<file path="src/rtl/mode1_max_reduce_if.sv">
// Beat/result bus of the softmax mode-1 max-reduction stage.
// The nan_flag signal exists only when MODE1_MAX_NAN_FLAG_EN is defined.
interface mode1_max_reduce_if #(
  parameter int unsigned CNT_W     = 8,
  parameter int unsigned DATAWIDTH = 16
);
  logic                 start;
  logic [CNT_W-1:0]     num_beats;
  logic                 in_valid;
  logic                 in_ready;
  logic [DATAWIDTH-1:0] inp0;
  logic [DATAWIDTH-1:0] inp1;
  logic [DATAWIDTH-1:0] inp2;
  logic [DATAWIDTH-1:0] inp3;
  logic [DATAWIDTH-1:0] inp4;
  logic [DATAWIDTH-1:0] inp5;
  logic [DATAWIDTH-1:0] inp6;
  logic [DATAWIDTH-1:0] inp7;
  logic [DATAWIDTH-1:0] max_outp;
  logic                 max_valid;
  logic                 busy;

`ifdef MODE1_MAX_NAN_FLAG_EN
  logic                 nan_flag;

  modport master (
    output start, num_beats, in_valid,
    output inp0, inp1, inp2, inp3, inp4, inp5, inp6, inp7,
    input  in_ready, max_outp, max_valid, busy, nan_flag
  );

  modport slave (
    input  start, num_beats, in_valid,
    input  inp0, inp1, inp2, inp3, inp4, inp5, inp6, inp7,
    output in_ready, max_outp, max_valid, busy, nan_flag
  );
`else
  modport master (
    output start, num_beats, in_valid,
    output inp0, inp1, inp2, inp3, inp4, inp5, inp6, inp7,
    input  in_ready, max_outp, max_valid, busy
  );

  modport slave (
    input  start, num_beats, in_valid,
    input  inp0, inp1, inp2, inp3, inp4, inp5, inp6, inp7,
    output in_ready, max_outp, max_valid, busy
  );
`endif
endinterface

</file>
<file path="src/rtl/mode1_max_reduce.sv">
// Streaming 8-lane running-max reduction feeding the softmax mode-2 subtract.
// Optional sticky NaN indicator enabled by MODE1_MAX_NAN_FLAG_EN.
module mode1_max_reduce #(
  parameter int unsigned CNT_W     = 8,
  parameter int unsigned DATAWIDTH = 16,
  parameter int unsigned MANTISSA  = 10,
  parameter int unsigned EXPONENT  = 5
) (
  input logic               clk,
  input logic               reset,
  mode1_max_reduce_if.slave bus
);

  localparam int unsigned LANES = 8;
  localparam logic [DATAWIDTH-1:0] NEG_INF =
    DATAWIDTH'({1'b1, {EXPONENT{1'b1}}, {MANTISSA{1'b0}}});

  typedef enum logic [1:0] {IDLE, ACCUM, DRAIN, DONE} state_t;

  state_t               state;
  state_t               next_state;
  logic                 start_acc;
  logic                 beat_acc;
  logic [CNT_W-1:0]     cnt;
  logic                 s1_valid;
  logic [DATAWIDTH-1:0] chunk_q;
  logic [DATAWIDTH-1:0] chunk_c;
  logic [DATAWIDTH-1:0] running;
  logic [DATAWIDTH-1:0] lane [LANES];
  logic [DATAWIDTH-1:0] lvl1 [4];
  logic [DATAWIDTH-1:0] lvl2 [2];

  function automatic logic is_nan(input logic [DATAWIDTH-1:0] x);
    return (&x[DATAWIDTH-2:MANTISSA]) && (|x[MANTISSA-1:0]);
  endfunction

  // Signed ordering key: both zeros map to 0, negatives ordered by magnitude.
  function automatic logic signed [DATAWIDTH-1:0] ord_key(input logic [DATAWIDTH-1:0] x);
    logic [DATAWIDTH-1:0] mag;
    mag = {1'b0, x[DATAWIDTH-2:0]};
    return x[DATAWIDTH-1] ? -$signed(mag) : $signed(mag);
  endfunction

  // Strictly-greater; a NaN is below everything, including another NaN.
  function automatic logic gt(input logic [DATAWIDTH-1:0] a, input logic [DATAWIDTH-1:0] b);
    if (is_nan(a)) return 1'b0;
    if (is_nan(b)) return 1'b1;
    return ord_key(a) > ord_key(b);
  endfunction

  // The incumbent survives ties, so lower lanes and the running max win.
  function automatic logic [DATAWIDTH-1:0] max2(input logic [DATAWIDTH-1:0] keep,
                                                input logic [DATAWIDTH-1:0] cand);
    return gt(cand, keep) ? cand : keep;
  endfunction

  always_comb begin
    lane[0] = bus.inp0;
    lane[1] = bus.inp1;
    lane[2] = bus.inp2;
    lane[3] = bus.inp3;
    lane[4] = bus.inp4;
    lane[5] = bus.inp5;
    lane[6] = bus.inp6;
    lane[7] = bus.inp7;
  end

  // 8-to-1 comparator tree over the presented beat.
  always_comb begin
    for (int i = 0; i < 4; i++) begin
      lvl1[i] = max2(lane[2*i], lane[2*i+1]);
    end
    lvl2[0] = max2(lvl1[0], lvl1[1]);
    lvl2[1] = max2(lvl1[2], lvl1[3]);
    chunk_c = max2(lvl2[0], lvl2[1]);
  end

  always_ff @(posedge clk or posedge reset) begin
    if (reset) state <= IDLE;
    else       state <= next_state;
  end

  always_comb begin
    next_state = state;
    start_acc  = 1'b0;
    beat_acc   = 1'b0;
    case (state)
      IDLE: begin
        if (bus.start) begin
          start_acc  = 1'b1;
          next_state = (bus.num_beats == '0) ? DONE : ACCUM;
        end
      end
      ACCUM: begin
        if (bus.in_valid) begin
          beat_acc = 1'b1;
          if (cnt == CNT_W'(1)) next_state = DRAIN;
        end
      end
      DRAIN:   next_state = DONE;
      DONE:    next_state = IDLE;
      default: next_state = IDLE;
    endcase
  end

  // Stage 1 registers the chunk max, stage 2 folds it into the running max.
  always_ff @(posedge clk or posedge reset) begin
    if (reset) begin
      cnt      <= '0;
      s1_valid <= 1'b0;
      chunk_q  <= '0;
      running  <= '0;
    end else begin
      s1_valid <= beat_acc;
      if (beat_acc) chunk_q <= chunk_c;
      if (s1_valid) running <= max2(running, chunk_q);
      if (start_acc) begin
        cnt     <= bus.num_beats;
        running <= NEG_INF;
      end else if (beat_acc) begin
        cnt <= cnt - CNT_W'(1);
      end
    end
  end

  // busy stays up through the cycle that carries the max_valid pulse.
  always_ff @(posedge clk or posedge reset) begin
    if (reset) begin
      bus.in_ready  <= 1'b0;
      bus.busy      <= 1'b0;
      bus.max_valid <= 1'b0;
      bus.max_outp  <= '0;
    end else begin
      bus.in_ready  <= (next_state == ACCUM);
      bus.busy      <= (next_state != IDLE) || (state == DONE);
      bus.max_valid <= (state == DONE);
      if (state == DONE) bus.max_outp <= running;
    end
  end

`ifdef MODE1_MAX_NAN_FLAG_EN
  logic beat_nan;
  logic nan_acc;

  always_comb begin
    beat_nan = 1'b0;
    for (int i = 0; i < LANES; i++) begin
      beat_nan = beat_nan | is_nan(lane[i]);
    end
  end

  always_ff @(posedge clk or posedge reset) begin
    if (reset) begin
      nan_acc      <= 1'b0;
      bus.nan_flag <= 1'b0;
    end else begin
      if (start_acc)                 nan_acc <= 1'b0;
      else if (beat_acc && beat_nan) nan_acc <= 1'b1;
      if (state == DONE) bus.nan_flag <= nan_acc;
    end
  end
`endif

endmodule

</file>
<file path="src/flat_wrapper.sv">
// flat-port wrapper written by rule: the top's interface ports become plain ports
module mode1_max_reduce_flat 
#(
  parameter int unsigned CNT_W     = 8,
  parameter int unsigned DATAWIDTH = 16,
  parameter int unsigned MANTISSA  = 10,
  parameter int unsigned EXPONENT  = 5
)
  (clk, reset, bus_start, bus_num_beats, bus_in_valid, bus_inp0, bus_inp1, bus_inp2, bus_inp3, bus_inp4, bus_inp5, bus_inp6, bus_inp7, bus_in_ready, bus_max_outp, bus_max_valid, bus_busy);
  mode1_max_reduce_if #(.CNT_W(CNT_W), .DATAWIDTH(DATAWIDTH)) bus_i ();
  input logic clk;
  input logic reset;
  input wire logic [$bits(bus_i.start)-1:0] bus_start;
  input wire logic [$bits(bus_i.num_beats)-1:0] bus_num_beats;
  input wire logic [$bits(bus_i.in_valid)-1:0] bus_in_valid;
  input wire logic [$bits(bus_i.inp0)-1:0] bus_inp0;
  input wire logic [$bits(bus_i.inp1)-1:0] bus_inp1;
  input wire logic [$bits(bus_i.inp2)-1:0] bus_inp2;
  input wire logic [$bits(bus_i.inp3)-1:0] bus_inp3;
  input wire logic [$bits(bus_i.inp4)-1:0] bus_inp4;
  input wire logic [$bits(bus_i.inp5)-1:0] bus_inp5;
  input wire logic [$bits(bus_i.inp6)-1:0] bus_inp6;
  input wire logic [$bits(bus_i.inp7)-1:0] bus_inp7;
  output wire logic [$bits(bus_i.in_ready)-1:0] bus_in_ready;
  output wire logic [$bits(bus_i.max_outp)-1:0] bus_max_outp;
  output wire logic [$bits(bus_i.max_valid)-1:0] bus_max_valid;
  output wire logic [$bits(bus_i.busy)-1:0] bus_busy;
  assign bus_i.start = bus_start;
  assign bus_i.num_beats = bus_num_beats;
  assign bus_i.in_valid = bus_in_valid;
  assign bus_i.inp0 = bus_inp0;
  assign bus_i.inp1 = bus_inp1;
  assign bus_i.inp2 = bus_inp2;
  assign bus_i.inp3 = bus_inp3;
  assign bus_i.inp4 = bus_inp4;
  assign bus_i.inp5 = bus_inp5;
  assign bus_i.inp6 = bus_inp6;
  assign bus_i.inp7 = bus_inp7;
  assign bus_in_ready = bus_i.in_ready;
  assign bus_max_outp = bus_i.max_outp;
  assign bus_max_valid = bus_i.max_valid;
  assign bus_busy = bus_i.busy;
  mode1_max_reduce #(.CNT_W(CNT_W), .DATAWIDTH(DATAWIDTH), .MANTISSA(MANTISSA), .EXPONENT(EXPONENT)) u_core (.clk(clk), .reset(reset), .bus(bus_i));
endmodule
</file>
<file path="config.mk">
export PLATFORM = sky130hd
export DESIGN_NAME = mode1_max_reduce_flat
export DESIGN_NICKNAME = d
export VERILOG_FILES = /design/src/rtl/mode1_max_reduce_if.sv /design/src/rtl/mode1_max_reduce.sv /design/src/flat_wrapper.sv
export SDC_FILE = /design/constraint.sdc
export NUM_CORES = 1
export LEC_CHECK = 0
export CAP_MARGIN = 30
export CELL_PAD_IN_SITES_DETAIL_PLACEMENT = 1
export CELL_PAD_IN_SITES_GLOBAL_PLACEMENT = 2
export CORE_MARGIN = 2
export CORE_UTILIZATION = 31
export DETAILED_ROUTE_END_ITERATION = 8
export PLACE_DENSITY_LB_ADDON = 0.1
export SETUP_SLACK_MARGIN = 0.1
export SLEW_MARGIN = 20
export SYNTH_ARGS = -nofsm -noshare
export SYNTH_HDL_FRONTEND = slang
export SYNTH_SLANG_ARGS = --single-unit
</file>
<file path="constraint.sdc">
create_clock -name clk -period 4.3 [get_ports clk]
set_input_delay 0.86 -clock clk [delete_from_list [all_inputs] [get_ports clk]]
set_output_delay 0.86 -clock clk [all_outputs]
set_load 0.02 [all_outputs]
</file>
[After elaboration in Yosys (flattened, before gate mapping)]
Index checks and enable logic that the tools add are counted.
Storage, ports and cells
  word-level logic and storage cells: 191
  flip-flop bits (word level): 62
  output and inout bits: 19
  bits of input ports: 140
Operators by class
  reductions and logical operators: 56
  $add $sub $neg: 17
  mux-type cells: 96
  magnitude comparators: 8
  eq/ne operators: 5
Operators by type and width (count)
  $mux 16: 26
  $neg 15->16: 16
  $reduce_or 10->1: 16
  $gt 16x16->1: 8
  $reduce_and 5->1: 16
  $mux 1: 63
  $logic_and 1x1->1: 16
  $mux 8: 2
  $eq 8x1->1 const B: 1
  $logic_not 8->1: 1
  $mux 2: 4
  $pmux 2 s4: 1
  $reduce_bool 2->1: 4
  $sub 8x1->8 const B: 1
  $eq 2x1->1 const B: 2
  $eq 2x2->1 const B: 2
  $logic_not 2->1: 1
  $reduce_and 2->1: 1
  $logic_or 1x1->1: 1

[Depth between registers and ports, before layout]
Gate-level depths: netlist (run 1).
  depth after elaboration: 21
  depth in mapped cells: 55
  depth with buffers taken out: 48

[Worst setup path after synthesis (run 1)]
Ideal clock, no wire load.
  path type: in2reg
  start: in bus_inp6[3]
  end: reg u_core.chunk_q[0]
  stages on the path: 50
  arrival: 10954 ps
  data required time: 4206 ps
  library setup time: 94 ps
  slack: -6747 ps
  buffers on the path: 8
  cells stage by stage: clkbuf_1 > nor4_2 > nand3_1 > o41ai_1 > xor2_1 > ha_1 > nand3_1 > nor4_1 > a21bo_2 > a311oi_1 > or3b_1 > buf_2 > buf_1 > clkbuf_1 > nor2_1 > a21oi_1 > ha_1 > clkbuf_1 > [... 14 more ...] > mux2_2 > ha_1 > inv_1 > mux2i_1 > ha_1 > nor2b_1 > o21a_1 > o21a_1 > o21a_1 > o21a_1 > o21ai_0 > a21oi_1 > a211oi_1 > a41oi_4 > nand2b_4 > buf_6 > and3_4 > a221oi_2
On the way
  cells in the longest elaborated chain, start to end: 19
  elaborated cells on any way between the ends: 31
  classes of those cells: add/sub: 3; order compare: 3; mux: 17; reduce/logical: 8
Ends and longest elaborated chain
  start: declaration: RTL line flat_wrapper.sv:22  | input wire logic [$bits(bus_i.inp6)-1:0] bus_inp6;
  parallel branches: the longest is 6 deep, another holds $neg 15->16
  $mux 16 *: RTL line mode1_max_reduce.sv:54  | return gt(cand, keep) ? cand : keep;
  $neg 15->16: RTL line mode1_max_reduce.sv:41  | return x[DATAWIDTH-1] ? -$signed(mag) : $signed(mag);
  $mux 16: RTL line mode1_max_reduce.sv:41
  $gt 16x16->1: RTL line mode1_max_reduce.sv:48  | return ord_key(a) > ord_key(b);
  $mux 1: RTL line mode1_max_reduce.sv:48
  $mux 1: RTL line mode1_max_reduce.sv:47  | if (is_nan(b)) return 1'b1;
  $mux 16 *: RTL line mode1_max_reduce.sv:54
  $neg 15->16: RTL line mode1_max_reduce.sv:41
  $mux 16: RTL line mode1_max_reduce.sv:41
  $gt 16x16->1: RTL line mode1_max_reduce.sv:48
  $mux 1: RTL line mode1_max_reduce.sv:48
  $mux 1: RTL line mode1_max_reduce.sv:47
  $mux 16 *: RTL line mode1_max_reduce.sv:54
  end signal: assignment: RTL line mode1_max_reduce.sv:115  | if (beat_acc) chunk_q <= chunk_c;
  end: declaration: RTL line mode1_max_reduce.sv:26  | logic [DATAWIDTH-1:0] chunk_q;
Mark *: on every way between the ends. The select of a mux whose other input is x is not followed.
A chain may end at the register's enable or synchronous reset.

[Final worst setup path (run 1)]
  start: in bus_inp4[12]
  end: reg u_core.chunk_q[4]
On the way
  cells in the longest elaborated chain, start to end: 20
  elaborated cells on any way between the ends: 33
  classes of those cells: add/sub: 3; order compare: 3; mux: 19; reduce/logical: 8
Ends and longest elaborated chain
  start: declaration: RTL line flat_wrapper.sv:20  | input wire logic [$bits(bus_i.inp4)-1:0] bus_inp4;
  parallel branches: the longest is 6 deep, another holds $neg 15->16
  $mux 16 *: RTL line mode1_max_reduce.sv:54
  parallel branches: the longest is 6 deep, another holds $neg 15->16
  $mux 16 *: RTL line mode1_max_reduce.sv:54
  $neg 15->16: RTL line mode1_max_reduce.sv:41
  $mux 16: RTL line mode1_max_reduce.sv:41
  $gt 16x16->1: RTL line mode1_max_reduce.sv:48
  $mux 1: RTL line mode1_max_reduce.sv:48
  $mux 1: RTL line mode1_max_reduce.sv:47
  $mux 16 *: RTL line mode1_max_reduce.sv:54
Marked as above.

==> run metrics, run 1 <==
commonest non-fill, non-tap cell in the layout buf_4; combinational family with the most area after synthesis simple AND/OR/NAND/NOR gates; # Max-Cap Violations 0; mux contribution to synthesized area 11.20%; worst hold start u_core.bus.max_outp[1]; Antenna diodes 0; worst vdd ir 365.4 uV; Total Routed Length 57.23 mm; Crit. End Element flop; ranking of synthesized cells by area ha_1 (14%), dfrtp_1 (12%), xnor2_1 (8.4%); drt pass-1 iters 5; Clk pwr share 6.9%; minimum clock period 9.525 ns; Slowest cell on crit path or4_4; Tcrit/Tclk final 221.5%; clock transition at the registers of the reported paths 0.05 ns; multi-input logic area 12520 sq um; post-synthesis sequential area ratio 12.04%; violated checks setup timing; final slew viol count 0; logic gate share of total power 81.7%; WHS 0.5001 ns; flop-to-flop setup slack 0.32 ns; initial DRC count 632; Synth Register Bits 62; layout cells sized above 1 41.07%; switching share of total power 46.29%; Synth Cell Area 12880 sq um; startpoint type of the worst setup path input port; post-synthesis cell type count 89; CTS max path bufs 2; CTS Buf Count 9; number of global-route vias before repair 16.93k; Total GRT Usage 25.19%; max incr delay on CP 0.54 ns; status finished, violations left; final RePlAce weighted congestion 0.8996; Internal 5.759 mW; Setup crit end u_core.chunk_q[4]; share of the synthesized area in the top cell type 14.18%; clock sink total 62; mean post-synth cell area 7.591 sq um; Root Driver clkbuf_16; Synth Area in XOR/XNOR 14.35%; Syn Nets 1983; flip-flop and latch area 1551 sq um; worst setup margin -5.225 ns; Avg Vias per Cell 5.259; critical path data arrival time 9.74 ns; final setup fails 16; starting density of the core 31.48%; Remaining DRCs 0; FMAX 0.1050 GHz; crit-path most repeated cell buf_4; family with the most delay on the worst path simple AND/OR/NAND/NOR gates; area grow syn2layout 69.74%; final hold vios 0; Post-Syn Instances 1697; final cell count without fillers 2979; FF-to-FF End u_core.running[9]; I/O pins 159; Crit Path Class input port to flop; met2 Track Usage GR 45.57%; row cnt 74; most frequent cells in the layout buf_4 (618), nand2_1 (158), ha_1 (130); compound-gate portion of the synthesized area 21.26%; largest net degree at the start of global routing 54; PwrDens 490.4 nW/um^2; initial antenna violation count 0; CTS tree done; leakage 9.781 nW; Worst-Skew Late Latency 0.33 ns; Filler Cell Count 4919; vias 15.67k; number of flops mapped to enable cells by yosys 0; RSZ-0062 raised after global routing true; Net count, final 2728; H-tree depth 3; Max-slew headroom 41.32%; R2R Path Start u_core.running[1]; main flop type after synthesis dfrtp_1; Worst Reg-to-Reg Cells 16; Data required, critical path 4.51 ns; Worst path depth 46; Crit. Startpoint bus_inp4[12]; GR peak layer met2; total grt overflow 0; global-route wire length before repair 89.39 mm; post-cts hold buffer count 0; Placed Cells 2861; ys async rst share 100.0%; die width 207.9 microns; Synth Area in Simple Gates 22.72%; area leader, netlist ha_1; Setup Skew 0.006502 ns; NetSw 4.964 mW; M1 GR Usage 32.44%; Reg power frac 11.4%; Die ar. 43200 sq um; DR WL/cell 19.21 microns; hpwl dp 46.65 mm; GR Util met3 1.755%; IO buf count 158; worst slew pin tran 0.8802 ns; critical path peak fanout 7; Final ANT Viol Nets 0; Core Region 40920 sq um; adder-cell share of the synthesized area 14.18%; Warnings, synthesis 0; Worst Path Buf+Inv 11; Worst Hold Class flop to flop; Die Height 207.9 microns
[cells by family after synthesis]
kind of cell / count (synthesis)
compound gates: 420
xor+xnor: 211
fa+ha+maj: 146
buf+inv: 135
flops: 62
mux: 140
simple gates: 583
[state kept, by name, summed over array words and instances (netlist names)]
name	cells
u_core.s1_valid	1
u_core.running	16
u_core.chunk_q	16
u_core.cnt	8
u_core.bus.in_ready	1
u_core.bus.max_valid	1
u_core.bus.busy	1
u_core.bus.max_outp	16
u_core.state	2
[routing by layer]
metal  vias to the layer above  share of wire [%]  wire [microns]
met5                         -                  0               0
met4                         0                2.2            1280
met3                        68                2.5            1436
met2                       227                 50           28630
met1                      7638                 45           25880
li1                       7733                  -               -
[power by group through the flow]
stage	sequential [mW]	clock, mW	combinational [mW]
3_5_place_dp	1.23	0	7.63
5_1_grt	1.27	0.777	9.55
2_1_floorplan	1.19	0	4.70
3_3_place_gp	1.21	0	7.35
6_report	1.22	0.737	8.76
4_1_cts	1.22	0.750	8.37
[repair_timing]
action	4_1_cts	5_1_grt
cloned	2	1
endpoints found under the setup margin	16	32
buffers inserted	67	34
resized for setup	369	143
pin swaps	139	80
[metrics by stage]
stage	util, %	area [sq um]	TNS (ns)	total power [mW]	setup slack (ns)
global route	53.43	21870	-88.94	11.60	-5.621
CTS	51.67	21150	-81.30	10.34	-5.163
global placement	46.97	19220	-101.71	8.563	-6.465
detailed placement	46.97	19220	-105.27	8.855	-6.664
finish	53.43	21870	-82.51	10.72	-5.225
floorplan	-	13240	-86.88	5.882	-5.550
[how the worst min path moves through the flow]
stage / to / cells after the start
6_report: u_core.bus.max_outp[1] / 2
5_1_grt: u_core.bus.max_outp[11] / 1
4_1_cts: u_core.bus.max_outp[1] / 2
3_5_place_dp: u_core.bus.max_outp[1] / 2
3_3_place_gp: u_core.bus.max_outp[1] / 2
2_1_floorplan: u_core.cnt[7] / 2
[cells in the mapped netlist, types with 38 or more instances]
cell type,n
nand2_1,174
mux2i_1,107
nand4_1,38
dfrtp_1,62
xnor2_1,123
xor2_1,88
nor2_1,122
clkbuf_1,59
inv_1,55
o21ai_0,105
ha_1,146
a21oi_1,111
nor3_1,49
[area by class of cell]
cell class | count | share of cell area [%]
clock buffer | 13 | 1.190
clock inverter | 3 | 0.1946
inverter | 55 | 0.9899
multi-input combinational | 1502 | 57.26
sequential | 62 | 7.095
tap | 532 | 3.044
timing repair buffer | 812 | 30.23
[worst reg2reg max path, delay by kind of cell, from the launching register on]
| kind | cells | cell delay [ns] |
|---|---|---|
| simple gates | 6 | 1.28 |
| mux | 1 | 0.20 |
| buf+inv | 2 | 0.34 |
| compound gates | 4 | 0.94 |
| flops | 1 | 0.43 |
| fa+ha+maj | 2 | 0.51 |
| xor+xnor | 1 | 0.14 |
Power figures use the tool's default switching activity.
==> run 2: changes to the inputs <==
--- a/config.mk
+++ b/config.mk
@@ -9,8 +9,9 @@
 export CELL_PAD_IN_SITES_DETAIL_PLACEMENT = 1
 export CELL_PAD_IN_SITES_GLOBAL_PLACEMENT = 2
 export CORE_MARGIN = 2
-export CORE_UTILIZATION = 31
+export CORE_UTILIZATION = 35
 export DETAILED_ROUTE_END_ITERATION = 8
+export DONT_BUFFER_PORTS = 1
 export PLACE_DENSITY_LB_ADDON = 0.1
 export SETUP_SLACK_MARGIN = 0.1
 export SLEW_MARGIN = 20
==> run metrics, run 2 (same netlist as run 1, synthesis figures left out) <==
violated checks setup timing; Worst Reg-to-Reg Cells 16 (unchanged); final instance area 18260 sq um (-17%); Die ar. 38360 sq um (-11%); flop-to-flop setup slack 0.33 ns (about the same); area grow syn2layout 41.71%; Die Height 195.9 microns (-5.8%); leakage 7.961 nW (-19%); CTS Buf Count 9 (unchanged); Remaining DRCs 0 (unchanged); Root Driver clkbuf_16; Total GRT Usage 26.63% (+1.4 points); Worst Hold Class input port to async pin; Total Routed Length 52.88 mm (-7.6%); critical path peak fanout 7 (unchanged); status finished, violations left; biggest regs u_core.bus.max_outp: 16 flops, u_core.chunk_q: 16 flops, u_core.running: 16 flops; worst vdd ir 284.7 uV (-22%); drt pass-1 iters 5 (unchanged); final RePlAce weighted congestion 0.8964 (-0.36%); layout cells sized above 1 34.60% (-6.5 points); Setup crit end u_core.chunk_q[7]; Core Util, Final 50.10% (-3.3 points); clock transition at the registers of the reported paths 0.06 ns (about the same); worst setup margin -5.217 ns (+0.007990 ns); largest net degree at the start of global routing 34 (-37%); Fin Setup TNS -82.29 ns (+0.2182 ns); Crit. Startpoint bus_inp4[3]; initial antenna violation count 0 (unchanged); Filler Cell Count 4405 (-10%); clock sink total 62 (unchanged); Data required, critical path 4.48 ns (-0.03 ns); CTS tree done; final slew viol count 0 (unchanged); Setup Skew 0.009202 ns (+0.002700 ns); startpoint type of the worst setup path input port; DP Area 16440 sq um (-14%); Tcrit/Tclk final 221.3% (about the same); Antenna diodes 0 (unchanged); number of global-route vias before repair 15.37k (-9.2%); I/O pins 159 (unchanged); CTS max path bufs 2 (unchanged); initial DRC count 434 (-31%); starting density of the core 35.36% (+3.9 points); Final ANT Viol Nets 0 (unchanged); FF-to-FF End u_core.running[6]; commonest non-fill, non-tap cell in the layout buf_4; H-tree depth 3 (unchanged); critical path data arrival time 9.70 ns (-0.04 ns); row cnt 70 (-5.4%); hpwl dp 42.95 mm (-7.9%); Net count, final 2388 (-12%); # Max-Cap Violations 0 (unchanged); vias 14.46k (-7.7%); global-route wire length before repair 82.87 mm (-7.3%); minimum clock period 9.517 ns (-0.007990 ns); crit-path most repeated cell nor2_1; final setup fails 16 (unchanged); Crit Path Class input port to flop; max incr delay on CP 0.55 ns (about the same); final hold vios 0 (unchanged); most frequent cells in the layout buf_4 (457), nand2_1 (166), ha_1 (138); PwrDens 545.4 nW/um^2 (+11%); Slowest cell on crit path or4_4; Avg Vias per Cell 5.616 (+6.8%); IO buf count 0 (-100%); RSZ-0062 raised after global routing true; Max-slew headroom 37.90% (-3.4 points); FMAX 0.1051 GHz (about the same); total grt overflow 0 (unchanged); total chip power 9.957 mW (-7.1%); Core Region 36430 sq um (-11%); DR WL/cell 20.54 microns (+6.9%); die width 195.9 microns (-5.8%); Crit. End Element flop; Worst-Skew Late Latency 0.33 ns (about the same); R2R Path Start u_core.running[1]; worst slew pin tran 0.9304 ns (+0.05020 ns)
## run 2: changes by cell type in the layout (fill, tap and decap cells not counted), moves of 8 or more
cell	previous run	this run
buf_4	618	457
buf_6	31	10
clkbuf_2	14	0
clkdlybuf4s15_1	8	0
clkdlybuf4s50_1	86	0
dlygate4sd2_1	28	0
dlymetal6s2s_1	13	0
ha_1	130	138
nand2_1	158	166
nor2_1	100	109
o31ai_1	13	21
## run 2: routing by layer
metal | wire [microns] | up-vias | global-route usage (%)
met5 | 0 | - | 0
met4 | 754 | 0 | 5.724
met3 | 1635 | 50 | 2.544
met2 | 26160 | 240 | 47.25
met1 | 24330 | 7119 | 34.95
li1 | - | 7053 | -
## run 2: stage by stage
step | setup slack [ns] | hold WS [ns] | instances
after floorplan | -5.550 | 0.5043 | 1697
after global placement | -5.968 | 0.5485 | 2492
after detailed placement | -6.193 | 0.5522 | 2492
after CTS | -5.047 | 0.5266 | 2551
after global routing | -5.578 | 0.5480 | 2575
final | -5.217 | 0.5048 | 2575
## run 2: layout make-up
cell class / instances / area, sq um / area share, %
multi-input cells: 1501 / 11960 / 65.51
repair buffers: 473 / 3659 / 20.04
flip-flops and latches: 62 / 1551 / 8.499
well taps: 468 / 585.6 / 3.208
clock buffers: 10 / 229.0 / 1.254
inverters: 55 / 209.0 / 1.145
clock inverters: 6 / 62.56 / 0.3427
## run 2: worst min path at each step
stage,slack [ns],end,from,cells after the start
detailed placement,0.55,u_core.bus.busy,u_core.state[1],1
global placement,0.55,u_core.bus.busy,u_core.state[1],1
CTS,0.53,u_core.bus.max_outp[2],reset,1
floorplan,0.50,u_core.cnt[7],u_core.cnt[7],2
finish,0.50,u_core.bus.max_valid,reset,1
global route,0.55,u_core.bus.max_outp[2],reset,1
## run 2: worst max-delay path, delay by kind of cell
family                     cells  cell delay (ns)
AOI/OAI and AO/OA             15             2.59
buffers and inverters          3             0.48
muxes                          4             0.97
xor gates and xnor gates       3             0.64
and+or+nand+nor               18             3.14
adders and majority gates      4             1.01
## run 2: power breakdown
group	total (mW)	internal [mW]	switching, mW
Clock	0.704	0.447	0.257
Sequential	1.34	0.875	0.463
Combinational	7.92	4.00	3.91
## run 2: timing repair
action,4_1_cts,5_1_grt
setup endpoints to repair,16,32
hold buffers,0,0
setup buffers,43,25
resized for setup,142,98
cloned,1,1
pin swaps,68,70
